$ cat src/rtl/dmem_loader.sv
// dmem_loader: fill/verify sequencer for the data memory.
// Accepts a byte stream over valid/ready. In write mode each byte is written
// to consecutive dmem locations; in verify mode each byte is compared against
// dmem read port 2 and the first mismatching address is latched.
//
// Ports:
//   clk, reset          clock (rising edge), asynchronous active-low reset
//   start, mode         command strobe (IDLE only), 0 = write / 1 = verify
//   base_addr, length   first address, byte count (clamped to DEPTH)
//   abort               cancel a running command
//   in_valid, in_data   stream input; in_ready is the accept handshake
//   mem_write_*         dmem write port
//   mem_read_addr/data  dmem read port 2 (combinational read)
//   busy, done          status: busy outside IDLE, done one-cycle pulse
//   error, err_addr     sticky verify mismatch and its first address
//   count               bytes accepted in the current/last command
//
// state    | meaning
// ---------+-------------------------------------------------
// S_IDLE   | waiting for start; ports idle
// S_WRITE  | accepting bytes, writing them to dmem
// S_VERIFY | accepting bytes, comparing them with dmem
// S_DONE   | one-cycle completion pulse, then back to idle
module dmem_loader #(
  parameter int ADDR_WIDTH = 4,
  parameter int DATA_WIDTH = 8,
  parameter int DEPTH      = 2**ADDR_WIDTH
) (
  input  logic                  clk,
  input  logic                  reset,
  input  logic                  start,
  input  logic                  mode,
  input  logic [ADDR_WIDTH-1:0] base_addr,
  input  logic [ADDR_WIDTH:0]   length,
  input  logic                  abort,
  input  logic                  in_valid,
  input  logic [DATA_WIDTH-1:0] in_data,
  output logic                  in_ready,
  output logic                  mem_write_enable,
  output logic [ADDR_WIDTH-1:0] mem_write_addr,
  output logic [DATA_WIDTH-1:0] mem_write_data,
  output logic [ADDR_WIDTH-1:0] mem_read_addr,
  input  logic [DATA_WIDTH-1:0] mem_read_data,
  output logic                  busy,
  output logic                  done,
  output logic                  error,
  output logic [ADDR_WIDTH-1:0] err_addr,
  output logic [ADDR_WIDTH:0]   count
);

  localparam int CW = ADDR_WIDTH + 1;
  localparam logic [CW-1:0] DEPTH_C = CW'(DEPTH);

  typedef enum logic [1:0] {S_IDLE, S_WRITE, S_VERIFY, S_DONE} state_t;

  state_t                state_q, state_d;
  logic [ADDR_WIDTH-1:0] cur_addr;
  logic [CW-1:0]         len_q;
  logic [CW-1:0]         len_clamp;
  logic                  active;
  logic                  beat;
  logic                  last_beat;
  logic                  mismatch;
  logic                  accept_start;

  assign len_clamp    = (length > DEPTH_C) ? DEPTH_C : length;
  assign active       = (state_q == S_WRITE) || (state_q == S_VERIFY);
  // abort drops ready in the same cycle so a concurrent beat is refused
  assign in_ready     = active && !abort;
  assign beat         = in_valid && in_ready;
  assign last_beat    = beat && ((count + CW'(1)) == len_q);
  assign mismatch     = (state_q == S_VERIFY) && beat && (in_data != mem_read_data);
  assign accept_start = (state_q == S_IDLE) && start;

  assign mem_write_enable = (state_q == S_WRITE) && beat;
  assign mem_write_addr   = (state_q == S_WRITE) ? cur_addr : '0;
  assign mem_write_data   = (state_q == S_WRITE) ? in_data : '0;
  assign mem_read_addr    = cur_addr;
  assign busy             = (state_q != S_IDLE);
  assign done             = (state_q == S_DONE);

  always_ff @(posedge clk or negedge reset) begin
    if (!reset) state_q <= S_IDLE;
    else        state_q <= state_d;
  end

  always_comb begin
    state_d = state_q;
    case (state_q)
      S_IDLE: begin
        if (start) begin
          if (len_clamp == '0) state_d = S_DONE;
          else if (mode)       state_d = S_VERIFY;
          else                 state_d = S_WRITE;
        end
      end
      S_WRITE, S_VERIFY: begin
        if (abort)          state_d = S_IDLE;
        else if (last_beat) state_d = S_DONE;
      end
      S_DONE:  state_d = S_IDLE;
      default: state_d = S_IDLE;
    endcase
  end

  always_ff @(posedge clk or negedge reset) begin
    if (!reset) begin
      cur_addr <= '0;
      len_q    <= '0;
      count    <= '0;
      error    <= 1'b0;
      err_addr <= '0;
    end else if (accept_start) begin
      cur_addr <= base_addr;
      len_q    <= len_clamp;
      count    <= '0;
      error    <= 1'b0;
      err_addr <= '0;
    end else if (beat) begin
      // natural wrap of the address register gives modulo-DEPTH addressing
      cur_addr <= cur_addr + ADDR_WIDTH'(1);
      count    <= count + CW'(1);
      if (mismatch) begin
        error <= 1'b1;
        if (!error) err_addr <= cur_addr;
      end
    end
  end

endmodule

$ cat config.mk
export PLATFORM = sky130hd
export DESIGN_NAME = dmem_loader
export DESIGN_NICKNAME = d
export VERILOG_FILES = /design/src/rtl/dmem_loader.sv
export SDC_FILE = /design/constraint.sdc
export NUM_CORES = 1
export LEC_CHECK = 0
export ABC_AREA = 1
export CELL_PAD_IN_SITES_DETAIL_PLACEMENT = 1
export CELL_PAD_IN_SITES_GLOBAL_PLACEMENT = 1
export CORE_ASPECT_RATIO = 1.1
export CORE_MARGIN = 8
export CORE_UTILIZATION = 31
export DETAILED_ROUTE_END_ITERATION = 16
export PLACE_DENSITY = 0.95
export SLEW_MARGIN = 20
export SYNTH_ARGS = -nofsm -noshare
export SYNTH_HDL_FRONTEND = slang
export SYNTH_SLANG_ARGS = --single-unit
$ cat constraint.sdc
create_clock -name clk -period 4.59 [get_ports clk]
set_input_delay 0.459 -clock clk [delete_from_list [all_inputs] [get_ports clk]]
set_output_delay 0.459 -clock clk [all_outputs]
set_load 0.02 [all_outputs]
==> metrics.txt, run 1 <==
series of cell instances along the critical path=inv_1, ha_1, nand2_1, inv_1, clkdlybuf4s50_1; worst reg-to-reg setup slack=2510 ps; average wire per cell in the routed design=about 15 microns; Crit. End Element=output pin; distinct cell type count after synthesis=28; clock tree from TritonCTS=done; number of max-cap violations=0; CTS max path bufs=2; maximum clock rate=0.3929 GHz; Post-layout nets=303; Post-Syn Instances=205; adder-cell area share of the yosys netlist=5.177%; run status=finished, final reports clean; capturing point of the worst reg2reg path=mem_read_addr[0]; reported leakage power=0.001080 uW; count of nets left with antenna violations after detail routing=0; delay contributed by the slowest stage of the critical path=630 ps; number of instances in the placed design=~320; largest net degree at the start of global routing=22; basic-gate share of the synthesized area counting and, or, nand and nor cells=32.18%; post-synthesis share of cell area spent on xor and xnor gates=6.644%; Hold Buf Count CTS=0; Worst path most repeated cell=sky130_fd_sc_hd__inv_1; worst-case clock skew=3.066 ps; post-route minimum period=2545 ps; area delta synth->final=47.37%; CTS clock-pin slew for the worst setup and hold paths=around 80 ps; DRT Pass-1 Iters=4; total DRC errors in the routed layout=0; VDD IR max=approximately 0.27 mV; effective utilization at floorplan=between 30% and 40%; final worst slack=2045 ps; Max FO, Critical Path=13; clock tree root driver cell=sky130_fd_sc_hd__clkbuf_8; iteration-0 DRC count of the detailed router=76; Synth Area in Compound Gates=6.816%; gr ovfl total=0; PnR Total Power=1136 uW; vias post-DR=1,546; total count of hold-check failures in the final report=0; width of the chip=81.21 microns; post-CTS setup repair buffer count=0; Tot GR Track Use=13.61%; netlist area before placement=1450 sq um; origin of the critical flop-to-flop path=state_q[0]; HPWL Detailed=3.934 mm; Worst Path Buf+Inv=3; wire length of the first global-routing pass=7.803 mm; post-layout instance count excluding filler cells=321; final max-slew violation count=0; worst slew slack as a fraction of its limit=around 64%; multiplexer area fraction after synthesis=0%; number of warnings printed during yosys synthesis=0; final weighted congestion in routability-driven placement=0.7951; post-synthesis area per instance=7.074 sq um; number of buffers created by CTS=3; I/O pins=between 60 and 70; area of the die=7125 sq um; data required time at the worst endpoint=4130 ps; commonest cells after routing, fill and taps aside=sky130_fd_sc_hd__nand2_1 (60), sky130_fd_sc_hd__clkdlybuf4s50_1 (59), sky130_fd_sc_hd__inv_1 (41); via count of the first global-routing pass=1,653; worst setup path class=register to output pin; area of the core=between 4000 and 5000 sq um; antenna diode count=0; Post-Place Worst Slack=about 2200 ps; final routed wirelength across all metal layers=roughly 4.9 mm; element type at the critical path start=register; RSZ-0062 raised after global routing=no; Final Core Density=46.59%; port bufs=60; die boundary height=around 88 microns; type of the most critical hold path=primary input to asynchronous set/reset pin; Tcrit/Tclk final=55.45%; FF-to-FF path depth=7; power density over the cells=531.4 nW/um^2; fill cell count=592; Setup TNS Final=0 ps; arrival time of data at the critical path endpoint=roughly 2100 ps; number of vias per cell after detailed routing=4.816; most common library cell in the layout ignoring fill and taps=sky130_fd_sc_hd__nand2_1; transition time at the pin with the least slew margin=535.2 ps; H-Tree Depth=1; fraction of the yosys area taken by sequential cells=36.24%; share of final-layout standard cells stronger than drive strength 1=5.660%; Crit-path slowest cell=sky130_fd_sc_hd__clkdlybuf4s50_1; CTS-repair resized insts=0; count of state elements after synthesis=21; setup violation total in the final timing report=0; number of antenna violations at the first check in global routing=0; row cnt=26; number of nets in the synthesized netlist=around 240; number of sinks driven by the clock tree=21; clock latency on the worst-skew pair=260 ps; combinational family with the most area after synthesis=simple AND/OR/NAND/NOR gates; kind of cell with the highest combined delay on the critical path=buffers and inverters
[metal layers]
metal  up-vias  part of all wire, %  global-route usage [%]
met5         -                    0                       0
met4         0                  2.3                   5.366
met3        10                  3.6                   1.335
met2        38                   55                   25.62
met1       745                   39                   15.03
li1        753                    -                       -
[logic make-up after synthesis]
group / Yosys count
fa+ha+maj: 6
buf+inv: 47
compound gates: 17
xor+xnor: 11
flops: 21
simple gates: 103
[state kept, by name (all words and copies together), names as in the netlist]
signal and count:
state_q 2, mem_read_addr 4, count 5, error 1
len_q 5, err_addr 4
[worst max-delay path by stage]
stage	start	to	slack (ps)	depth (start not counted)
after detailed placement	in_valid	mem_write_enable	2180	6
after global routing	state_q[0]	mem_write_enable	1910	7
after CTS	state_q[1]	mem_write_enable	2010	5
final	state_q[1]	mem_write_addr[1]	2040	5
after global placement	in_valid	mem_write_enable	2220	6
after floorplan	state_q[0]	mem_write_enable	2880	6
[layout make-up]
class	count	area, sq um	area share [%]
multi-input cells	137	737.0	34.48
repair buffers	60	595.6	27.87
flip-flops and latches	21	525.5	24.59
inverters	43	163.9	7.670
well taps	56	70.07	3.279
clock buffers	4	45.04	2.108
[worst reg2reg max path, stage by stage, from the launching register on]
cell and delay, ps:
sky130_fd_sc_hd__dfrtp_1 420, sky130_fd_sc_hd__inv_1 100, sky130_fd_sc_hd__ha_1 220, sky130_fd_sc_hd__nand2_1 330, sky130_fd_sc_hd__inv_1 420, sky130_fd_sc_hd__nor2_1 140
sky130_fd_sc_hd__a211oi_1 270, sky130_fd_sc_hd__a21oi_1 70
[cells in the mapped netlist]
master,count,area (sq um)
sky130_fd_sc_hd__a31oi_1,1,6.260
sky130_fd_sc_hd__clkbuf_1,2,7.510
sky130_fd_sc_hd__a21oi_1,4,20.02
sky130_fd_sc_hd__inv_2,1,3.750
sky130_fd_sc_hd__o21ai_2,1,8.760
sky130_fd_sc_hd__ha_1,6,75.07
sky130_fd_sc_hd__or2_2,1,6.260
sky130_fd_sc_hd__nand2_2,3,18.77
sky130_fd_sc_hd__buf_2,1,5.000
sky130_fd_sc_hd__inv_1,41,153.9
sky130_fd_sc_hd__nand4_1,5,31.28
sky130_fd_sc_hd__nor2_2,1,6.260
sky130_fd_sc_hd__a211oi_1,1,7.510
sky130_fd_sc_hd__nand3_2,1,10.01
sky130_fd_sc_hd__nor2_8,1,20.02
sky130_fd_sc_hd__xnor2_1,8,70.07
sky130_fd_sc_hd__nand3_1,19,95.09
sky130_fd_sc_hd__dfrtp_1,21,525.5
sky130_fd_sc_hd__o221ai_1,1,8.760
sky130_fd_sc_hd__nor2_1,10,37.54
sky130_fd_sc_hd__nor3_1,1,5.000
sky130_fd_sc_hd__inv_4,1,6.260
sky130_fd_sc_hd__xor2_1,3,26.28
sky130_fd_sc_hd__buf_6,1,11.26
sky130_fd_sc_hd__o22ai_1,2,12.51
sky130_fd_sc_hd__o21ai_0,7,35.03
sky130_fd_sc_hd__nand2_4,1,11.26
sky130_fd_sc_hd__nand2_1,60,225.2
[power by group]
part / leakage [uW] / total (uW) / internal [uW] / switching, uW
Combinational: 0.000788 / 681 / 285 / 396
Clock: 0.0000228 / 128 / 61.9 / 65.8
Sequential: 0.000269 / 326 / 256 / 70.3
[through the flow]
stage | instance area (sq um) | hold slack [ps]
floorplan | 1450 | 163.4
global placement | 2097 | 484.0
detailed placement | 2097 | 491.0
CTS | 2142 | 510.0
global route | 2137 | 183.0
finish | 2137 | 144.7
Power figures use the tool's default switching activity.
==> run 2, diff against run 1 <==
CORE_UTILIZATION = 26   (was 31)
PLACE_DENSITY = 0.86   (was 0.95)
clock period = 2.32 ns   (was 4.59 ns; I/O delays follow)
==> run 2 against run 1 <==
Net effect:
- clock skew grew 1.2 ps
- worst setup slack lost 1900 ps
- first-iteration DRC count grew 25%
- global-route usage shrank 1.8 points
- utilization shrank 6.1 points
- power grew 98%
- non-clock buffer count grew 2
- largest power group unchanged
==> metrics.txt, run 2 (synthesized netlist as in run 1, its figures left out) <==
run status=finished, final reports clean; final weighted congestion in routability-driven placement=0.7832 (-1.5%); number of vias per cell after detailed routing=4.444 (-7.7%); arrival time of data at the critical path endpoint=1910 ps (-180 ps); met3 wire length=178 microns (+2.9%); power density over the cells=1028 nW/um^2 (+93%); maximum clock rate=0.4670 GHz; worst setup path start=state_q[0]; reported leakage power=0.001106 uW (+2.4%); FF-to-FF path depth=11 (+4); commonest cells after routing, fill and taps aside=sky130_fd_sc_hd__nand2_1 (60), sky130_fd_sc_hd__clkdlybuf4s50_1 (59), sky130_fd_sc_hd__inv_1 (41); width of the chip=87.21 microns (+7.4%); VDD IR max=0.5669 mV (+110%); element type at the critical path start=register; type of the most critical hold path=primary input to asynchronous set/reset pin; die boundary height=94.33 microns (+7.5%); share of final-layout standard cells stronger than drive strength 1=6.367% (+0.71 points); delay contributed by the slowest stage of the critical path=630 ps (about the same); DRT met1 WL=1.993 mm (+4.6%); Worst path most repeated cell=sky130_fd_sc_hd__inv_1; Setup TNS Final=0 ps (unchanged); count of nets left with antenna violations after detail routing=0 (unchanged); effective utilization at floorplan=26.88% (-4.7 points); final routed wirelength across all metal layers=4.802 mm (-1.2%); clock tree root driver cell=sky130_fd_sc_hd__clkbuf_8; fill cell count=710 (+20%); worst-case clock skew=4.223 ps (+1.157 ps); wire length of the first global-routing pass=7.659 mm (-1.8%); Post-layout nets=305 (+0.66%); Top Layer Used=met4; kind of cell with the highest combined delay on the critical path=buffers and inverters; total count of hold-check failures in the final report=0 (unchanged); final max-slew violation count=0 (unchanged); area of the core=5395 sq um (+18%); number of sinks driven by the clock tree=21 (unchanged); RSZ-0062 raised after global routing=no; number of antenna violations at the first check in global routing=0 (unchanged); clock latency on the worst-skew pair=270 ps (about the same); origin of the critical flop-to-flop path=state_q[0]; detailed-routed wire length on met2=2.563 mm (-3.9%); Tot GR Track Use=11.85% (-1.8 points); I/O pins=61 (unchanged); Crit. End Element=output pin; data required time at the worst endpoint=2090 ps (-2040 ps); DRT Pass-1 Iters=4 (unchanged); Max FO, Critical Path=4 (-9); setup violation total in the final timing report=0 (unchanged); average wire per cell in the routed design=14.04 microns (-7.2%); gr ovfl total=0 (unchanged); total DRC errors in the routed layout=0 (unchanged); most common library cell in the layout ignoring fill and taps=sky130_fd_sc_hd__nand2_1; worst setup path class=register to output pin; post-route minimum period=~2100 ps; number of buffers created by CTS=3 (unchanged); area delta synth->final=50.73%; CTS clock-pin slew for the worst setup and hold paths=80 ps (about the same); Crit-path slowest cell=sky130_fd_sc_hd__clkdlybuf4s50_1; transition time at the pin with the least slew margin=345.4 ps (-189.8 ps); iteration-0 DRC count of the detailed router=95 (+25%); area of the die=8226 sq um (+15%); row cnt=28 (+7.7%); antenna diode count=0 (unchanged); CTS max path bufs=2 (unchanged); port bufs=60 (unchanged); worst reg-to-reg setup slack=560 ps (-1950 ps); clock tree from TritonCTS=done; vias post-DR=1,520 (-1.7%); series of cell instances along the critical path=inv_1, ha_1, nand2_2, inv_1, clkdlybuf4s50_1; capturing point of the worst reg2reg path=state_q[1]; via count of the first global-routing pass=1,600 (-3.2%); cell count along the critical path=5 (unchanged); HPWL Detailed=4.015 mm (+2.1%); H-Tree Depth=1 (unchanged); Tcrit/Tclk final=92.31%; Final Core Density=40.51% (-6.1 points); largest net degree at the start of global routing=22 (unchanged); Worst Path Buf+Inv=3 (unchanged); worst slew slack as a fraction of its limit=76.95% (+13 points); top flop regs=count (5), len_q (5); number of max-cap violations=0 (unchanged); worst setup path endpoint=in_ready
## run 2: cell types whose count changed in the layout (fill, tap and decap cells not counted), sizes merged
cell / previous run / this run
buf: 1 / 2
dlymetal6s2s: 0 / 1
## run 2: worst min-delay path by stage
stage                     start          end  slack (ps)  depth (start not counted)
CTS                       reset     count[1]         320                          2
detailed placement  err_addr[2]  err_addr[2]         510                          2
global placement    err_addr[0]  err_addr[0]         490                          2
finish                    reset     len_q[4]         310                          2
global route              reset     count[1]         330                          2
floorplan                 reset     count[0]         -60                          0
## run 2: cell type report
cell class | instances | area [sq um] | share of cell area (%)
clock buffer | 4 | 45.04 | 2.061
inverter | 43 | 163.9 | 7.499
sequential | 21 | 525.5 | 24.04
timing repair buffer | 62 | 618.1 | 28.28
tap | 75 | 93.84 | 4.293
multi-input combinational | 137 | 739.5 | 33.83
## run 2: stage by stage
stage               setup slack, ps  total power (uW)  instance area, sq um  instances  hold slack (ps)
finish                        178.5              2247                  2186        342            310.6
floorplan                     715.3              1420                  1450        205           -63.59
CTS                           5.463              2283                  2181        342            321.1
detailed placement            300.9              2024                  2136        338            508.9
global route                  76.87              2427                  2186        342            328.0
global placement              368.1              1958                  2136        338            485.6
## run 2: power by group
| group | total, uW | switching, uW | leakage (uW) | internal [uW] |
|---|---|---|---|---|
| sequential | 646 | 139 | 0.000269 | 507 |
| combinational | 1350 | 776 | 0.000814 | 575 |
| clock | 251 | 128 | 0.0000228 | 123 |
## run 2: timing repair
action	CTS	global route
gates resized for setup	0	2
buffers inserted	0	0
endpoints found under the setup margin	0	13
hold buffers	0	0
## run 2: worst register-to-register path, cell delays in order, from the launching register on
cell and delay [ps]:
sky130_fd_sc_hd__dfrtp_1 410, sky130_fd_sc_hd__inv_1 80, sky130_fd_sc_hd__ha_1 300, sky130_fd_sc_hd__nand2_2 90, sky130_fd_sc_hd__nor2_8 130, sky130_fd_sc_hd__nand2_1 90, sky130_fd_sc_hd__nor2_2 100, sky130_fd_sc_hd__nand3_2 90
sky130_fd_sc_hd__o21ai_2 190, sky130_fd_sc_hd__nand2_2 80, sky130_fd_sc_hd__nand2_1 60, sky130_fd_sc_hd__nand2_1 50
## run 2: layer usage
layer	vias up	track usage, %
li1	758	-
met1	721	13.53
met2	37	21.91
met3	4	1.487
met4	0	4.304
met5	-	0
==> run 3, diff against run 2 <==
TNS_END_PERCENT = 1   (was default)
==> results of run 3 <==
Final layout, timing and power as in run 2 (identical DEF).
